`src/rtl/sat_pkg.sv`:
```
// Shared DPLL definitions: trail entry layout, trace-table encodings and
// the backtrack controller state type.
package sat_pkg;

  localparam int VAR_IDX_MSB = 8;

  localparam logic TYPE_DECIDED = 1'b0;
  localparam logic TYPE_FORCED  = 1'b1;
  localparam logic RW_POP       = 1'b0;
  localparam logic RW_PUSH      = 1'b1;

  typedef struct packed {
    logic                 entry_type;
    logic                 val;
    logic [VAR_IDX_MSB:0] variable;
  } trail_entry_t;

  typedef enum logic [2:0] {
    ST_IDLE     = 3'd0,
    ST_POP_REQ  = 3'd1,
    ST_POP_WAIT = 3'd2,
    ST_EVAL     = 3'd3,
    ST_PUSH     = 3'd4,
    ST_FINISH   = 3'd5
  } bt_state_t;

endpackage

```
`src/rtl/backtrack_engine.sv`:
```
// Conflict backtracker: unwinds the trace stack to the latest decision,
// clears each popped variable and re-pushes the flipped decision as forced.
module backtrack_engine
  import sat_pkg::*;
#(
  parameter int NUM_VARIABLE     = 128,
  parameter int VARIABLE_INDEXES = VAR_IDX_MSB
) (
  input  logic                                clock,
  input  logic                                reset_n,
  input  logic                                start,
  output logic                                busy,
  output logic                                done,
  output logic                                unsat,
  output logic [VARIABLE_INDEXES:0]           flip_var,
  output logic                                flip_val,
  output logic [$clog2(NUM_VARIABLE+1)-1:0]   pop_count,
  output logic                                tt_en,
  output logic                                tt_rw,
  output logic                                tt_type_in,
  output logic                                tt_val_in,
  output logic [VARIABLE_INDEXES:0]           tt_variable,
  input  logic                                tt_type_out,
  input  logic                                tt_val_out,
  input  logic [VARIABLE_INDEXES:0]           tt_variable_out,
  input  logic                                tt_empty,
  output logic                                asg_clr,
  output logic                                asg_set,
  output logic [VARIABLE_INDEXES:0]           asg_idx,
  output logic                                asg_val
);

  localparam int IW   = VARIABLE_INDEXES + 1;
  localparam int PC_W = $clog2(NUM_VARIABLE + 1);

  bt_state_t    state_r;
  trail_entry_t cap_r;

  // Controller FSM; every output is registered and set on entry to the state that owns it.
  always_ff @(posedge clock or negedge reset_n) begin
    if (!reset_n) begin
      state_r     <= ST_IDLE;
      cap_r       <= '{entry_type: 1'b0, val: 1'b0, variable: {IW{1'b0}}};
      busy        <= 1'b0;
      done        <= 1'b0;
      unsat       <= 1'b0;
      flip_var    <= {IW{1'b0}};
      flip_val    <= 1'b0;
      pop_count   <= {PC_W{1'b0}};
      tt_en       <= 1'b0;
      tt_rw       <= RW_POP;
      tt_type_in  <= TYPE_DECIDED;
      tt_val_in   <= 1'b0;
      tt_variable <= {IW{1'b0}};
      asg_clr     <= 1'b0;
      asg_set     <= 1'b0;
      asg_idx     <= {IW{1'b0}};
      asg_val     <= 1'b0;
    end else begin
      tt_en   <= 1'b0;
      asg_clr <= 1'b0;
      asg_set <= 1'b0;
      done    <= 1'b0;
      case (state_r)
        ST_IDLE: begin
          if (start) begin
            busy      <= 1'b1;
            pop_count <= {PC_W{1'b0}};
            if (tt_empty) begin
              state_r <= ST_FINISH;
              unsat   <= 1'b1;
            end else begin
              state_r <= ST_POP_REQ;
              unsat   <= 1'b0;
              tt_en   <= 1'b1;
              tt_rw   <= RW_POP;
            end
          end else begin
            busy <= 1'b0;
          end
        end
        ST_POP_REQ: begin
          state_r <= ST_POP_WAIT;
        end
        ST_POP_WAIT: begin
          cap_r   <= '{entry_type: tt_type_out, val: tt_val_out, variable: tt_variable_out};
          state_r <= ST_EVAL;
          asg_clr <= 1'b1;
          asg_idx <= tt_variable_out;
          if (pop_count != {PC_W{1'b1}}) begin
            pop_count <= pop_count + {{(PC_W-1){1'b0}}, 1'b1};
          end else begin
            pop_count <= pop_count;
          end
        end
        ST_EVAL: begin
          if (cap_r.entry_type == TYPE_FORCED) begin
            if (tt_empty) begin
              state_r <= ST_FINISH;
              unsat   <= 1'b1;
              done    <= 1'b1;
            end else begin
              state_r <= ST_POP_REQ;
              tt_en   <= 1'b1;
              tt_rw   <= RW_POP;
            end
          end else begin
            state_r     <= ST_PUSH;
            tt_en       <= 1'b1;
            tt_rw       <= RW_PUSH;
            tt_type_in  <= TYPE_FORCED;
            tt_val_in   <= ~cap_r.val;
            tt_variable <= cap_r.variable;
            asg_set     <= 1'b1;
            asg_idx     <= cap_r.variable;
            asg_val     <= ~cap_r.val;
            flip_var    <= cap_r.variable;
            flip_val    <= ~cap_r.val;
          end
        end
        ST_PUSH: begin
          state_r <= ST_FINISH;
          unsat   <= 1'b0;
          done    <= 1'b1;
        end
        ST_FINISH: begin
          // The empty-stack path enters here without done, so it spends one extra cycle.
          if (done) begin
            state_r <= ST_IDLE;
            busy    <= 1'b0;
          end else begin
            done <= 1'b1;
          end
        end
        default: begin
          state_r <= ST_IDLE;
          busy    <= 1'b0;
        end
      endcase
    end
  end

endmodule
```
`config.mk`:
```
export PLATFORM = sky130hd
export DESIGN_NAME = backtrack_engine
export DESIGN_NICKNAME = d
export VERILOG_FILES = /design/src/rtl/sat_pkg.sv /design/src/rtl/backtrack_engine.sv
export SDC_FILE = /design/constraint.sdc
export NUM_CORES = 1
export LEC_CHECK = 0
export CAP_MARGIN = 25
export CORE_MARGIN = 2
export CORE_UTILIZATION = 50
export DETAILED_ROUTE_END_ITERATION = 12
export PLACE_DENSITY = 0.83
export SKIP_LAST_GASP = 1
export SLEW_MARGIN = 20
export SYNTH_ARGS = -nofsm -noshare
export SYNTH_HDL_FRONTEND = slang
export SYNTH_SLANG_ARGS = --single-unit
```
`constraint.sdc`:
```
create_clock -name clock -period 2.6 [get_ports clock]
set_input_delay 0.39 -clock clock [delete_from_list [all_inputs] [get_ports clock]]
set_output_delay 0.39 -clock clock [all_outputs]
set_load 0.005 [all_outputs]
```
==> impl_results.md, run 1 <==
- Iteration-0 DRC Markers: 162
- Reg2reg start: state_r[1]$_DFFE_PN0P_
- Pin count of the biggest net entering global routing: 38
- Syn. warnings: 0
- Io pins: 61
- Endpoints failing setup: 0
- Signal arrival time at the worst endpoint: 2.21 ns
- Average wire per standard cell: ~15 µm
- Crit end category: flip-flop
- Core Area: about 4300 µm²
- ANT cells: 0
- Worst Skew: around 0.008 ns
- Netlist area before placement: 2240 µm²
- Total gr overflow: 0
- Root buf cell: clkbuf_8
- Flop2flop setup slack: a little over 0.6 ns
- Vias in the first global route: 1560
- Cell variety after synth: 40
- Synth area leaders: dfrtp_1, mux2_1, mux2i_1, buf_4, a21oi_1
- Fin Setup TNS: 0 ns
- Post-Syn Instances: 195
- Critical path class: flip-flop to flip-flop
- Synth Area per Inst: 11.5 µm²
- Pre-Repair DR Iteration Count: 4
- Initial antenna violation count: 0
- Clk slew on worst S/H paths: approximately 0.09 ns
- Peak VDD IR: 0.000613 V
- Clk sinks: 49
- Startpoint Class: flip-flop
- Layout Nets: approximately 260
- Final wirelength: 4470 µm
- TritonCTS clock tree: built
- EDFF count, synth: 0
- Worst hold slack: 0.460 ns
- Max Freq: 0.506 GHz
- Die height: 70.9 µm
- Dpl ws: roughly 0.4 ns
- Total nets after synthesis: about 210
- Die width: 70.9 µm
- Area growth, synth to finish: 29.8%
- Data required time at the worst endpoint: ~2.8 ns
- Leak Pwr: 1.27 nW
- I/O Buffers: 60
- Slew headroom: 63.3%
- R2r endpoint: asg_idx[2]$_DFFE_PN0P_
- Clk buf depth: 2
- CTS Hold Bufs: 1
- Post-layout util: 67.1%
- Post-synthesis register bit count: 49
- Worst-path fanout max: 18
- Cell taking the most area after synthesis: dfrtp_1
- CTS-repair resized insts: 0
- Post-DP HPWL: between 3000 and 4000 µm
- # Post-CTS Setup Buffers: 0
- PD cells: 1120 nW/µm²
- Hold endpoint: asg_val$_DFFE_PN0P_
- Post-layout worst setup margin: 0.623 ns
- Placed Area: 2790 µm²
- Register area share after synthesis: 54.8%
- Die area: 5020 µm²
- Synth top area share: 54.8%
- Final hold viol count: 0
- Min-delay src: cap_r[9]$_DFFE_PN0P_
- FF-to-FF path depth: 4
- Hold path depth: 1
- Placed instance count: between 200 and 300
- Crit path launch: state_r[1]$_DFFE_PN0P_
- First-pass GRT wire length: 7420 µm
- Post-layout total power: 3.25 mW
- Via count: 1642
- Max-slew violations: 0
- Vias per inst: 5.49
- Max-cap violations: 0
- Final GP Congestion: 0.797
- Layout cell share with drive strength beyond 1: 9.31%
- Clock latency on the worst-skew pair: between 0.3 and 0.4 ns
- HP Class: flip-flop to flip-flop
- RSZ-0062 raised after global routing: false
- Fin cells: roughly 300
- Period utilization: between 70 and 80%
- Starting Density: 51.7%
- Drc violations: 0
- Tmin final: 1.98 ns
- Total CTS buffers: 5
- Post-synth top flop: dfrtp_1
- All-Layer GR Usage: 19.0%
- Layout fillers: approximately 340
- FFs w/ async S/R, synth: 100%
- Fin area: approximately 2900 µm²
- Routed Antenna Nets: 0
- Least-Margin Pin Slew: between 0.5 and 0.6 ns
- Rows: 24
- H-tree depth: 2
- Status: completed
## registers in the layout, indices dropped and copies added, names as in the netlist
| register | cells |
|---|---|
| cap_r | 11 |
| asg_val | 1 |
| asg_clr | 1 |
| state_r | 3 |
| pop_count | 8 |
| tt_variable | 9 |
| done | 1 |
| tt_type_in | 1 |
| tt_rw | 1 |
| asg_idx | 9 |
| busy | 1 |
| asg_set | 1 |
| tt_en | 1 |
| unsat | 1 |
## power breakdown
| group | switching [mW] | internal (mW) | leakage (nW) |
|---|---|---|---|
| logic | 0.525 | 0.860 | 0.619 |
| registers | 0.293 | 1.09 | 0.598 |
| clock network | 0.265 | 0.221 | 0.0518 |
| total | 1.08 | 2.17 | 1.27 |
## final cells by class
| class | instances | area, µm² | share of cell area [%] |
|---|---|---|---|
| Clock inverter | 2 | 17.5 | 0.604 |
| Inverter | 4 | 15.0 | 0.517 |
| Clock buffer | 6 | 82.6 | 2.85 |
| Sequential cell | 49 | 1230 | 42.3 |
| Timing Repair Buffer | 65 | 636 | 21.9 |
| Tap cell | 52 | 65.1 | 2.24 |
| Multi-Input combinational cell | 121 | 860 | 29.6 |
## synth_stat cells (5+ instances only)
| master | n |
|---|---|
| dfrtp_1 | 49 |
| a21oi_1 | 16 |
| nor2_1 | 14 |
| mux2_1 | 13 |
| buf_4 | 11 |
| mux2i_1 | 10 |
| mux2_2 | 7 |
| nand2_1 | 7 |
| o21ai_0 | 7 |
| buf_2 | 6 |
| nand3_1 | 6 |
| o21ai_1 | 5 |
| o31ai_1 | 5 |
## critical path, stage by stage, from the launching register on
cell     delay (ns)
dfrtp_1        0.60
nor3b_4        0.54
or2_1          0.53
nor2_1         0.09
a21oi_1        0.14
## cell families (layout without fill, tap and decap cells)
kind of cell,count (synthesis),after routing,share of synthesized area [%]
compound gates,43,43,11.5
mux,30,30,14.5
fa+ha+maj,1,1,0.560
flops,49,49,54.8
xor+xnor,1,1,0.392
buf+inv,25,77,6.71
simple gates,46,46,11.5
## worst max-delay path by stage
stage                                     to  slack (ns)  cells after the start
floorplan           pop_count[7]$_DFFE_PN0P_        0.79                      6
global placement    pop_count[7]$_DFFE_PN0P_        0.46                      5
detailed placement  pop_count[5]$_DFFE_PN0P_        0.41                      5
CTS                   asg_idx[2]$_DFFE_PN0P_        0.61                      4
global route          asg_idx[7]$_DFFE_PN0P_        0.42                      4
finish                asg_idx[2]$_DFFE_PN0P_        0.62                      4
## metal layers
layer	global-route usage, %	routed length [µm]
met5	0	0
met4	9.85	115
met3	3.85	197
met2	30.0	2230
met1	24.9	1930
## cells in the final DEF, fill, tap and decap left out, types with 2 or more instances in the layout
master           synthesis  layout
o31ai_1                  5       5
and4_1                   2       2
mux2i_1                 10      10
nor3_1                   2       2
nand4_1                  2       2
dfrtp_1                 49      49
a21o_1                   3       3
clkbuf_8                 0       6
and3_1                   2       2
o21ai_1                  5       5
nand3_1                  6       6
clkdlybuf4s50_1          0      59
a21oi_1                 16      16
mux2_2                   7       7
inv_1                    4       4
nor2_1                  14      14
or4_1                    2       2
o21ai_0                  7       7
mux2_1                  13      13
buf_4                   11       4
nand2_1                  7       7
or3_1                    2       2
Power figures use the tool's default switching activity.
==> inputs of run 2 (changes only) <==
CORE_UTILIZATION = 43   (was 50)
PLACE_DENSITY = 0.75   (was 0.83)
clock period = 1.8 ns   (was 2.6 ns; I/O delays follow)
==> run 2 against run 1 <==
  * Sequential share of layout area is 1.8 points lower
  * Worst setup slack worse by 0.52 ns
  * Hold slack gained 0.0084 ns
==> impl_results.md, run 2 (synthesized netlist as in run 1, its figures left out) <==
- Vias per inst: 5.11
- RSZ-0062 raised after global routing: false
- Core Area: 5070 µm²
- HP Class: primary input to asynchronous set/reset pin
- Max Freq: between 0.5 and 0.6 GHz
- Die width: between 70 and 80 µm
- Least-Margin Pin Slew: 0.614 ns
- Total CTS buffers: 5
- Layout Nets: 274
- Most frequent cells in the layout: clkdlybuf4s50_1, dfrtp_1, a21oi_1, buf_4, nor2_1
- Post-DP HPWL: 3380 µm
- I/O Buffers: 60
- Clock latency on the worst-skew pair: 0.30 ns
- Rows: 26
- Average wire per standard cell: 14.1 µm
- Max-cap violations: 0
- Post-layout util: around three fifths
- Clk buf depth: 2
- Leak Pwr: 1.33 nW
- Clk sinks: 49
- Iteration-0 DRC Markers: slightly below 100
- Root buf cell: clkbuf_8
- Via count: approximately 1700
- Fin Setup TNS: 0 ns
- Worst Skew: 0.0127 ns
- Total gr overflow: 0
- Placed instance count: 320
- Most common cell after layout, fill and taps aside: clkdlybuf4s50_1
- Clk slew on worst S/H paths: 0.09 ns
- Worst-path fanout max: 8
- Max-slew violations: 0
- Final GP Congestion: 0.772
- Die height: 76.1 µm
- Tmin final: 1.69 ns
- PD cells: 1580 nW/µm²
- Status: completed
- Drc violations: 0
- Area growth, synth to finish: 35.5%
- Endpoints failing setup: 0
- Final hold viol count: 0
- Pin count of the biggest net entering global routing: 30
- Data required time at the worst endpoint: 2.02 ns
- Fin area: 3030 µm²
- Period utilization: 94.1%
- Die area: 5790 µm²
- Vias in the first global route: 1665
- Max FFs per register: 11
- Layout cell share with drive strength beyond 1: ~14%
- Io pins: slightly above 60
- Startpoint Class: flip-flop
- Final wirelength: around 4700 µm
- H-tree depth: 2
- Critical path class: flip-flop to flip-flop
- Signal arrival time at the worst endpoint: 1.91 ns
- Routed Antenna Nets: 0
- Pre-Repair DR Iteration Count: 5
- Placed Area: 2920 µm²
- ANT cells: 0
- TritonCTS clock tree: built
- Fin cells: 329
- Largest register by flop count: cap_r
- All-Layer GR Usage: 17.0%
- First-pass GRT wire length: 7870 µm
- Crit end category: flip-flop
- Regs by FF count: cap_r (11), asg_idx (9), tt_variable (9)
- Peak VDD IR: 0.000706 V
- Starting Density: roughly 44%
- Flop2flop setup slack: 0.11 ns
- Initial antenna violation count: 0
- Slew headroom: 59.1%
run 2: cell type report:
cell class | count | area, µm²
multi-input combinational | 121 | 865
tap | 70 | 87.6
fill | 451 | 2040
timing repair buffer | 77 | 738
clock buffer | 6 | 82.6
sequential | 49 | 1230
clock inverter | 2 | 16.3
inverter | 4 | 15.0
run 2: layer usage:
metal | part of all wire [%] | track usage [%] | vias up
met5 | 0 | 0 | -
met4 | 1.8 | 8.00 | 0
met3 | 4.0 | 2.96 | 6
met2 | 51 | 28.7 | 45
met1 | 44 | 21.4 | 821
li1 | - | - | 809
run 2: through the flow:
stage / hold WS [ns] / total power [mW] / setup WS (ns)
6_report: 0.469 / 4.80 / 0.106
3_3_place_gp: 0.262 / 4.08 / -0.134
4_1_cts: 0.466 / 4.85 / 0.0599
3_5_place_dp: 0.270 / 4.15 / -0.164
2_1_floorplan: -0.0256 / 3.09 / 0.00168
5_1_grt: 0.481 / 5.13 / 0.00120
run 2: path summary, 6_finish.rpt:
check,depth (start not counted),end,start
worst max-delay path,3,pop_count[5]$_DFFE_PN0P_,state_r[2]$_DFFE_PN0P_
worst min-delay path,2,tt_variable[8]$_DFFE_PN0P_,reset_n
worst max register to register,3,pop_count[5]$_DFFE_PN0P_,state_r[2]$_DFFE_PN0P_
worst min register to register,1,asg_val$_DFFE_PN0P_,cap_r[9]$_DFFE_PN0P_
max in group asynchronous,3,pop_count[0]$_DFFE_PN0P_,reset_n
min in group clock,1,asg_val$_DFFE_PN0P_,cap_r[9]$_DFFE_PN0P_
run 2: power breakdown:
part | internal, mW | switching [mW]
Sequential | 1.57 | 0.350
Combinational | 1.33 | 0.851
Clock | 0.317 | 0.373
run 2: worst max-delay path, cell delays in order, from the launching register on:
cell and delay [ns]:
dfrtp_1 0.49, or4_4 0.57, or4_1 0.42, a21oi_1 0.14
run 2: timing repair:
item	4_1_cts	5_1_grt
hold buffers	1	0
buffers inserted	0	0
endpoints found under the hold margin	20	0
setup endpoints to repair	1	2
pin swaps	0	1
gates resized for setup	2	1
